File: src/rtl/print_module.sv
// Sprite hit test and sprite-memory address generator, one pass per pixel strobe.
// Each pass runs IDLE -> LATCH -> COMPUTE -> OUTPUT on the 100 MHz clock.
`timescale 1ns/1ps
module print_module #(
  parameter int SPRITE_SIZE = 20
) (
  input  logic        clk,
  input  logic        reset,
  input  logic        clk_pixel,
  input  logic [31:0] data_reg,
  input  logic        active_area,
  input  logic [8:0]  pixel_x,
  input  logic [8:0]  pixel_y,
  output logic [16:0] address_memory,
  output logic        printtingScreen,
  output logic [17:0] check_value
);

  typedef enum logic [1:0] {
    ST_IDLE    = 2'd0,
    ST_LATCH   = 2'd1,
    ST_COMPUTE = 2'd2,
    ST_OUTPUT  = 2'd3
  } state_t;

  state_t      state_q, state_d;
  logic        clk_pixel_q;
  logic        pixel_event;

  logic        en_q, act_q;
  logic [8:0]  x_q, y_q, px_q, py_q;
  logic [12:0] base_q;
  logic        hit_q, hit_d;
  logic [16:0] addr_q, addr_d;

  logic [16:0] address_memory_q;
  logic        printing_q;
  logic [17:0] check_value_q;

  // Rising edge of the pixel strobe, seen through its one-clock history.
  assign pixel_event = clk_pixel & ~clk_pixel_q;

  always_ff @(posedge clk) begin
    if (!reset) begin
      state_q     <= ST_IDLE;
      clk_pixel_q <= 1'b0;
    end else begin
      state_q     <= state_d;
      clk_pixel_q <= clk_pixel;
    end
  end

  always_comb begin
    state_d = state_q;
    case (state_q)
      ST_IDLE:    if (pixel_event) state_d = ST_LATCH;
      ST_LATCH:   state_d = ST_COMPUTE;
      ST_COMPUTE: state_d = ST_OUTPUT;
      ST_OUTPUT:  state_d = ST_IDLE;
      default:    state_d = ST_IDLE;
    endcase
  end

  // Bounds are compared in 10 bits so X+SPRITE_SIZE-1 cannot wrap past 511.
  logic [9:0] x_lo, x_hi, y_lo, y_hi, px_w, py_w, row_w, col_w;

  always_comb begin
    x_lo   = {1'b0, x_q};
    y_lo   = {1'b0, y_q};
    x_hi   = x_lo + 10'(SPRITE_SIZE - 1);
    y_hi   = y_lo + 10'(SPRITE_SIZE - 1);
    px_w   = {1'b0, px_q};
    py_w   = {1'b0, py_q};
    row_w  = py_w - y_lo;
    col_w  = px_w - x_lo;
    hit_d  = en_q & act_q & (px_w >= x_lo) & (px_w <= x_hi)
                          & (py_w >= y_lo) & (py_w <= y_hi);
    addr_d = 17'(base_q) + 17'(row_w) * 17'(SPRITE_SIZE) + 17'(col_w);
  end

  always_ff @(posedge clk) begin
    if (!reset) begin
      en_q             <= 1'b0;
      act_q            <= 1'b0;
      x_q              <= '0;
      y_q              <= '0;
      px_q             <= '0;
      py_q             <= '0;
      base_q           <= '0;
      hit_q            <= 1'b0;
      addr_q           <= '0;
      address_memory_q <= '0;
      printing_q       <= 1'b0;
      check_value_q    <= '0;
    end else begin
      case (state_q)
        ST_LATCH: begin
          en_q   <= data_reg[31];
          x_q    <= data_reg[30:22];
          y_q    <= data_reg[21:13];
          base_q <= data_reg[12:0];
          act_q  <= active_area;
          px_q   <= pixel_x;
          py_q   <= pixel_y;
        end
        ST_COMPUTE: begin
          hit_q  <= hit_d;
          addr_q <= addr_d;
        end
        ST_OUTPUT: begin
          address_memory_q <= hit_q ? addr_q : 17'd0;
          printing_q       <= hit_q;
          check_value_q    <= {py_q, px_q};
        end
        default: ;
      endcase
    end
  end

  assign address_memory  = address_memory_q;
  assign printtingScreen = printing_q;
  assign check_value     = check_value_q;

endmodule

File: config.mk
export PLATFORM = sky130hd
export DESIGN_NAME = print_module
export DESIGN_NICKNAME = d
export VERILOG_FILES = /design/src/rtl/print_module.sv
export SDC_FILE = /design/constraint.sdc
export NUM_CORES = 1
export LEC_CHECK = 0
export ABC_AREA = 1
export ABC_CLOCK_PERIOD_IN_PS = 5900
export CORE_UTILIZATION = 45
export DETAILED_ROUTE_END_ITERATION = 12
export DONT_BUFFER_PORTS = 1
export PLACE_DENSITY_LB_ADDON = 0.15
export REMOVE_ABC_BUFFERS = 1
export SYNTH_ARGS = -nofsm -noshare
export SYNTH_HDL_FRONTEND = slang
export SYNTH_SLANG_ARGS = --single-unit
File: constraint.sdc
create_clock -name clk -period 5.9 [get_ports clk]
set_clock_uncertainty 0.15 [all_clocks]
set_input_delay 1.18 -clock clk [delete_from_list [all_inputs] [get_ports clk]]
set_output_delay 1.18 -clock clk [all_outputs]
set_load 0.005 [all_outputs]
==> results list <==
* Run status: finished clean
- Cell occurring most often along the worst timing path: ha_1
* Type of the tightest min-delay check: register to register
- Cell chosen for the clock root: clkbuf_16
* Share of synthesized registers carrying an async set or reset: 0%
* Crit path DAT: 4970 ps
* Maximum clock frequency: 207 MHz
- After synthesis, the largest area contributor takes up 31.8% of total cell area.
- CP Class: register to register
* Detailed route wirelength on metal3: 474 um
* Hold Violations, Final: 0
* Fin Setup TNS: 0 ps
* Largest area contributor in the netlist: dfxtp_1
* Largest stage delay on the critical path: 400 ps
* X dimension of the die: 124 um
- Clock net sink count: 106
- First-pass GRT wire length: 23.6 mm
- The post-route netlist has 4.26% of its cells at a drive strength greater than 1.
* Post-detailed-routing wire length: 14.2 mm
* DRC violation total after the first TritonRoute iteration: 165
- Input and output buffers added on the ports amount to 0.
- Fill cell total of the finished layout: 1,517
- The multi-input combinational cells in the finished layout cover a total of 0.00398 mm2.
- For the worst-skew pair, the clock arrives at the later sink with an insertion delay of 360 ps.
- At the worst endpoint, the required time is 6040 ps.
* Total DRC errors in the routed layout: 0
- CTS Buf Count: 9
* Post-route clock period utilization: 81.9%
- Signal routing reaches up to met4.
* Metal1 wirelength: 7.19 mm
* Layout overhead on the synthesized area: 6.15%
* Number of flops mapped to enable cells by yosys: 0
* Cell with the largest stage delay on the worst path: fa_1
* GR Overflow Total: 0
- Met2 wirelength from detailed routing: 6.28 mm
- Gp weighted congestion: 0.866
* Count of maximum capacitance violations: 0
* Vias per cell: 5.05
* Most common cell in the synthesized netlist: nor2_1
- Averaged over all synthesized cells, the footprint is 7.35 um2.
* Maximum level of the CTS H-tree: 3
* Cell family with most CP delay: adder cells
* Commonest cells post-synth: 131 x nor2_1, 121 x nand2_1, 110 x inv_1
* Syn Inst Count: 907
* Flip-flop cell with the highest count after synthesis: dfxtp_1
- Synthesis inferred 106 register bits.
- Total I/O pin count: 90
- Via count of the first global-routing pass: 5,083
* Combined global-route utilization of all metal layers: 19.6%
- Area of the core: 0.0145 mm2
- The mapped netlist covers 0.00667 mm2.
* DIE AREA: 0.0153 mm2
* Clock tree buffer depth: 2
* Sequential area share after synthesis: 31.8%
- Maximum number of pins on one net before global-route repair: 81
- The number of setup buffers added after CTS is 0.
- Setup-violating endpoint count in the final report: 0
* Hold-fix buffers at CTS: 0
- In this run the remaining antenna-violating nets after routing total 0.
* Number of iterations in the first detailed-routing pass: 4
- Sequential cell area: 0.00212 mm2
* Buffers and inverters on the worst path: 3
* Number of gates resized after cts: 0
* Normalized max-slew margin: 22.8%
* Initial Utilization: 46.1%
- Unrepaired setup endpoints after global routing: no
- Capturing element type of the critical path: register
- After synthesis, the cell types taking the most area are dfxtp_1 32%, ha_1 14%, nor2_1 7.4%.
* TritonCTS clock tree: done
- Dividing the detail-routed wire length by the instance count gives 13.1 um.
- Sum of net half-perimeters after detailed placement: 10.5 mm
- Count of final max-slew check failures: 0
- In this run the vertical extent of the chip is 124 um.
- At the pin with the least slew margin, the transition time is 1160 ps.
- Initial antenna violation count: 0
- Post-synthesis cell type count: 40
* CTS clock-pin slew for the worst setup and hold paths: 70 ps
- Final #Nets: 1,031
* Biggest fanout along the worst timing path: 5
* Category of the worst setup path launch point: register
* Number of cell rows: 44
* DR vias: 5,445
* Clock period minus worst slack: 4830 ps
* Yosys warning count: 0
[layout make-up]
cell class	instances	share of cell area, %
Multi-Input combinational cell	651	56.2
Antenna cell	1	0.0353
Clock buffer	10	3.38
Inverter	116	6.15
Clock inverter	6	0.601
Tap cell	184	3.25
Timing Repair Buffer	4	0.424
Sequential cell	106	30.0
[stage by stage]
step	util [%]	hold slack (ps)	instance area (um2)	cells	setup WS, ps
4_1_cts	48.9	334	7080	1077	1060
3_5_place_dp	46.9	323	6800	1061	1120
5_1_grt	48.9	350	7080	1077	646
2_1_floorplan	-	296	6540	873	1510
6_report	48.9	330	7080	1078	1070
3_3_place_gp	46.9	310	6800	1061	1210
[cell usage in the layout, fill, tap and decap left out, types with 2 or more instances in the layout]
master and instances:
a31oi_1 4, a21oi_2 3, dfxtp_1 106, xnor2_1 8, nand4_1 5, ha_1 77
nor2_1 131, clkinv_2 2, nor3_2 2, fa_1 12, nor3_1 8, buf_4 4
nand2_1 121, o21bai_1 3, inv_2 3, o221ai_1 2, nand2_2 3, clkinvlp_4 2
o211ai_1 4, o21ai_0 86, clkinv_1 3, a21o_1 3, xor2_1 30, clkinv_4 2
inv_1 110, nand3_1 43, clkbuf_16 9, o21ai_1 8, a21oi_1 87
[cells by family after synthesis]
group	count (synthesis)	synth area share [%]
buf+inv	150	8.53
compound gates	205	16.7
other cells	1	0.0562
fa+ha+maj	89	18.0
simple gates	317	19.7
xor+xnor	39	5.23
flops	106	31.8
[registers in the layout (all words and copies together), names as in the netlist]
name / count
printtingScreen: 1
py_q: 9
base_q: 13
hit_q: 1
clk_pixel_q: 1
addr_q: 16
check_value: 18
px_q: 9
en_q: 1
act_q: 1
address_memory: 16
state_q: 2
y_q: 9
x_q: 9
[per-layer routing]
metal / vias to the layer above / track usage, %
met3: 13 / 3.11
li1: 2919 / -
met4: 0 / 7.23
met5: - / 0
met2: 80 / 31.3
met1: 2433 / 26.5
[path summary, 6_finish.rpt]
kind         depth (start not counted)               to       startpoint  slack [ps]
min                                  2  printtingScreen  printtingScreen         330
max                                 25       addr_q[14]          py_q[0]        1070
max reg2reg                         25       addr_q[14]          py_q[0]        1070
min reg2reg                          2  printtingScreen  printtingScreen         330
[worst min-delay path, cell delays in order (launching register included)]
cell,delay [ps]
dfxtp_1,320
nand2_1,60
a21oi_1,50
Power is not shown: default switching activity piles up to over one toggle a cycle in this logic, so the estimate is an artifact.
==> patch 1: new RTL, config.mk and constraints unchanged <==
The 4 states of `state_t` get a one-hot encoding in 4 bits.
--- a/src/rtl/print_module.sv
+++ b/src/rtl/print_module.sv
@@ -16,11 +16,11 @@
   output logic [17:0] check_value
 );
 
-  typedef enum logic [1:0] {
-    ST_IDLE    = 2'd0,
-    ST_LATCH   = 2'd1,
-    ST_COMPUTE = 2'd2,
-    ST_OUTPUT  = 2'd3
+  typedef enum logic [3:0] {
+    ST_IDLE    = 4'b0001,
+    ST_LATCH   = 4'b0010,
+    ST_COMPUTE = 4'b0100,
+    ST_OUTPUT  = 4'b1000
   } state_t;
 
   state_t      state_q, state_d;
Check against the original RTL: same outputs for any inputs over 10 cycles, from zero or initial values and one cycle with reset low; not proved beyond that.
==> patch 1 against the original RTL <==
Cell area up 0.19%; setup slack lost 0.060 ns; sequential cell count rose by 2; synthesized area up 0.15%; synthesized cell count decreased by 1.3%; critical path depth up 2; critical endpoint is now addr_q[13]$_SDFFE_PN0P_; routed wire length rose by 1.4%.
Power is left out: it rests on default switching activity, and per cell area and clock period it moved more than threefold.
==> patch 1: results (changes against the original RTL) <==
Post-Place Cell Area 0.00678 mm² (was 0.00680 mm²); critical path data arrival time 4.98 ns (was 4.97 ns); multi-input logic area 0.00397 mm² (was 0.00398 mm²); Clock Latency Late Sink 0.36 ns (about the same); ClkCell Share 4.34% (was 3.98%); highest metal used met4 (unchanged); top cells by area, synth dfxtp_1, ha_1, nor2_1, a21oi_1, o21ai_0 (was dfxtp_1, ha_1, nor2_1, nand2_1, a21oi_1); Avg WL per Cell 13.5 µm (was 13.1 µm); mux contribution to synthesized area 0% (unchanged); pin count of the biggest net entering global routing 80 (was 81); buffering overhead 0.212% (was 0.424%); Mapped Cells 895 (was 907); Synth Area in Compound Gates 16.9% (was 16.7%); metal2 WL 6.15 mm (was 6.28 mm); met1 usage 26.6% (was 26.5%); comb_multi_in 644 (was 651); Tot GR Track Use 19.6% (about the same); first-pass GRT wire length 23.4 mm (was 23.6 mm); xor/xnor share of the synthesized area 5.51% (was 5.23%); Met3 Wirelength 654 µm (was 474 µm); diode count 1 (unchanged); top cells by count, synth nor2_1, dfxtp_1, nand2_1 (was nor2_1, nand2_1, inv_1); register area 0.00216 mm² (was 0.00212 mm²); DRT met1 WL 7.29 mm (was 7.19 mm); hold_sp addr_q[13]$_SDFFE_PN0P_ (was printtingScreen$_SDFFE_PN0N_); share of cells above drive strength 1 5.57% (was 4.26%); CP peak stage delay 0.47 ns (was 0.40 ns); clkbuf count 10 (unchanged); worst reg2reg path depth 27 (was 25); worst slew pin tran 1.12 ns (was 1.16 ns); vias post-DR 5390 (was 5445); inverters 109 (was 116); final WL 14.4 mm (was 14.2 mm); Netlist cell types 42 (was 40); Fillers 1551 (was 1517); Final Cell Area 0.00709 mm² (was 0.00708 mm²); Inst Count DP 1047 (was 1061); Detailed Place HPWL 10.5 mm (about the same); Worst Setup EP addr_q[13]$_SDFFE_PN0P_ (was addr_q[14]$_SDFFE_PN0P_); vias in the first global route 4996 (was 5083); Yosys warning total 0 (unchanged); GRT met3 Usage 4.21% (was 3.11%); DP Worst Slack 1.04 ns (was 1.12 ns); postcts setup bufs 0 (unchanged); Adder-Cell Fraction of Synth Area 17.1% (was 18.0%); Signal buffers 2 (was 4); Clock Pin Slew Worst Setup and Hold Paths 0.07 ns (about the same); sequential cells 108 (was 106); crit-path leading delay family adder cells (unchanged); initial DRC count 283 (was 165); Seq/Total Area, Yosys 32.4% (was 31.8%); initial antenna violation count 1 (was 0); DR pass1 iterations 5 (was 4); gp weighted congestion 0.913 (was 0.866); Die ar. 0.0153 mm² (about the same); status finished, final reports clean (unchanged); met2 Use GR 30.3% (was 31.3%)
[patch 1: changes by cell type in the layout (fill, tap and decap cells not counted), moves of 4 or more]
cell,before,now
ha_1,77,72
inv_1,110,103
nand2_1,121,107
nand3_1,43,38
nor2_1,131,140
nor3_1,8,4
xnor2_1,8,12
[patch 1: how the worst min path moves through the flow]
stage,end,slack (ns)
floorplan,state_q[1]$_SDFFE_PN0P_,0.31
global placement,addr_q[1]$_SDFFE_PN0P_,0.32
detailed placement,printtingScreen$_SDFFE_PN0N_,0.32
CTS,printtingScreen$_SDFFE_PN0N_,0.33
global route,address_memory[2]$_SDFFE_PN0N_,0.35
finish,address_memory[13]$_SDFFE_PN0N_,0.33
[patch 1: worst reg2reg max path, delay by kind of cell, from the launching register on]
family	cells	cell delay, ns
AO/OA/AOI/OAI	5	0.60
XOR/XNOR	2	0.36
adder cells (fa/ha/maj)	6	2.08
buffers and inverters	8	0.58
flip-flops	1	0.30
AND/OR/NAND/NOR	6	0.72
==> patch 2: new RTL, same flow settings <==
Without the edit above. Change the parameter `SPRITE_SIZE` from 20 to 10.
--- a/src/rtl/print_module.sv
+++ b/src/rtl/print_module.sv
@@ -2,7 +2,7 @@
 // Each pass runs IDLE -> LATCH -> COMPUTE -> OUTPUT on the 100 MHz clock.
 `timescale 1ns/1ps
 module print_module #(
-  parameter int SPRITE_SIZE = 20
+  parameter int SPRITE_SIZE = 10
 ) (
   input  logic        clk,
   input  logic        reset,
Function: changed (a bounded check fails within 10 cycles, from zero or initial values and one cycle with reset low).
==> patch 2 against the original RTL <==
Synthesized area shrank 1.1%; maximum frequency shrank 2.0%; critical path type unchanged; count of clock-buffer cells in the layout rose by 1; setup slack worse by 0.099 ns; cell count decreased by 1.3%; cell area decreased by 0.34%; sequential cell count decreased by 2; non-clock buffer count is 2 lower; routed wire length up 0.42%.
Power is not shown: default switching activity piles up to over one toggle a cycle in this logic, so the estimate is an artifact.
==> patch 2: results (changes against the original RTL) <==
status finished, final reports clean (unchanged); cts repair resizes 0 (unchanged); share of cells above drive strength 1 4.52% (was 4.26%); CTS max path bufs 2 (unchanged); gp weighted congestion 0.809 (was 0.866); Avg WL per Cell 13.4 µm (was 13.1 µm); Hold Crit Class flip-flop to flip-flop (unchanged); first-pass GRT wire length 23.8 mm (was 23.6 mm); vias post-DR 5304 (was 5445); I/O Buffers 0 (unchanged); H-tree Lvls 3 (unchanged); metal2 WL 6.26 mm (was 6.28 mm); CTS buffer count 9 (unchanged); Clock Latency Late Sink 0.35 ns; Root Driver clkbuf_16 (unchanged); top cells by count, synth nor2_1, inv_1, nand2_1 (was nor2_1, nand2_1, inv_1); max reg flops 18 (unchanged); Fillers 1464 (was 1517); critical path data arrival time 5.02 ns (was 4.97 ns); DR pass1 iterations 4 (unchanged); hold_sp addr_q[9]$_SDFFE_PN0P_ (was printtingScreen$_SDFFE_PN0N_); Yosys warning total 0 (unchanged); Post-synth ARST share 0% (unchanged); Tot GR Track Use 20.0% (was 19.6%); Slew headroom 24.8% (was 22.8%); top cells by area, synth dfxtp_1, ha_1, nor2_1, inv_1, o21ai_0 (was dfxtp_1, ha_1, nor2_1, nand2_1, a21oi_1); Seq/Total Area, Yosys 31.6% (was 31.8%); postcts setup bufs 0 (unchanged); CP Launch Point y_q[2]$_SDFFE_PN0N_ (was py_q[0]$_SDFFE_PN0N_); initial DRC count 228 (was 165); diode count 0 (was 1); Clock Pin Slew Worst Setup and Hold Paths 0.07 ns (about the same); pin count of the biggest net entering global routing 79 (was 81); vias in the first global route 5000 (was 5083); Post-layout nets 1022 (was 1031); Netlist cell types 39 (was 40); # hold bufs at CTS 0 (unchanged); initial antenna violation count 0 (unchanged); leading register cell type out of synthesis dfxtp_1 (unchanged); highest metal used met4 (unchanged); Detailed Place HPWL 10.5 mm (about the same); drc violations 0 (unchanged); DRT met1 WL 7.23 mm (was 7.19 mm); Met3 Wirelength 563 µm (was 474 µm); CP max FO 5 (unchanged)
==> patch 2: cell types whose count changed after synthesis, sizes merged, moves of 3 or more <==
cell    delta
nor3       -3
clkbuf     -5
inv       +11
nand2      -6
a21oi      -4
buf        +5
nand3      -6
nor2       +3
xnor2      +3
nand4      +3
clkinv     -3
==> patch 2: worst paths after layout <==
path / endpoint / slack, ns / cells after the start
setup / recovery: addr_q[12]$_SDFFE_PN0P_ / 0.97 / 26
hold / removal: address_memory[9]$_SDFFE_PN0N_ / 0.33 / 2
setup reg to reg: addr_q[12]$_SDFFE_PN0P_ / 0.97 / 26
hold reg to reg: address_memory[9]$_SDFFE_PN0N_ / 0.33 / 2
==> patch 2: layer usage <==
metal,global-route usage (%),vias up
met5,0,-
met4,7.00,0
met3,3.60,9
met2,31.5,92
met1,27.5,2344
li1,-,2859
==> patch 2: area by class of cell <==
| class | count | area share (%) |
|---|---|---|
| multi-input cells | 638 | 55.5 |
| repair buffers | 2 | 0.213 |
| flip-flops and latches | 104 | 29.5 |
| clock buffers | 11 | 3.58 |
| inverters | 124 | 6.60 |
| clock inverters | 5 | 1.45 |
| well taps | 180 | 3.19 |
==> patch 2: kinds of logic after synthesis <==
group | Yosys count | synth area share, %
adder cells (fa/ha/maj) | 89 | 18.4
AND/OR/NAND/NOR | 309 | 19.3
XOR/XNOR | 42 | 5.57
flip-flops | 104 | 31.6
buffers and inverters | 158 | 9.20
other | 1 | 0.0568
AO/OA/AOI/OAI | 196 | 15.9
==> patch 2: critical path, cell delays in order (launching register included) <==
cell	delay, ns
dfxtp_1	0.39
inv_1	0.08
ha_1	0.35
a21oi_1	0.18
o21ai_2	0.10
a21o_2	0.20
a21oi_1	0.15
xor2_1	0.16
inv_1	0.07
ha_1	0.27
ha_1	0.35
a21oi_1	0.14
nand2_1	0.11
a21oi_1	0.15
nor2_1	0.05
nor2_1	0.11
xor2_1	0.18
fa_1	0.44
ha_1	0.39
inv_2	0.09
o21ai_0	0.11
a21boi_1	0.18
nand3_1	0.12
nand2_1	0.08
nand3_1	0.06
o211ai_1	0.11
inv_1	0.05
==> patch 2: per-stage QoR <==
step	setup slack, ns	instances	instance area (µm²)	util [%]
final	0.970	1064	7060	50.1
after CTS	0.969	1064	7060	50.1
after global routing	0.551	1064	7060	50.1
after global placement	1.09	1048	6700	47.5
after detailed placement	0.989	1048	6700	47.5
after floorplan	1.35	866	6460	-
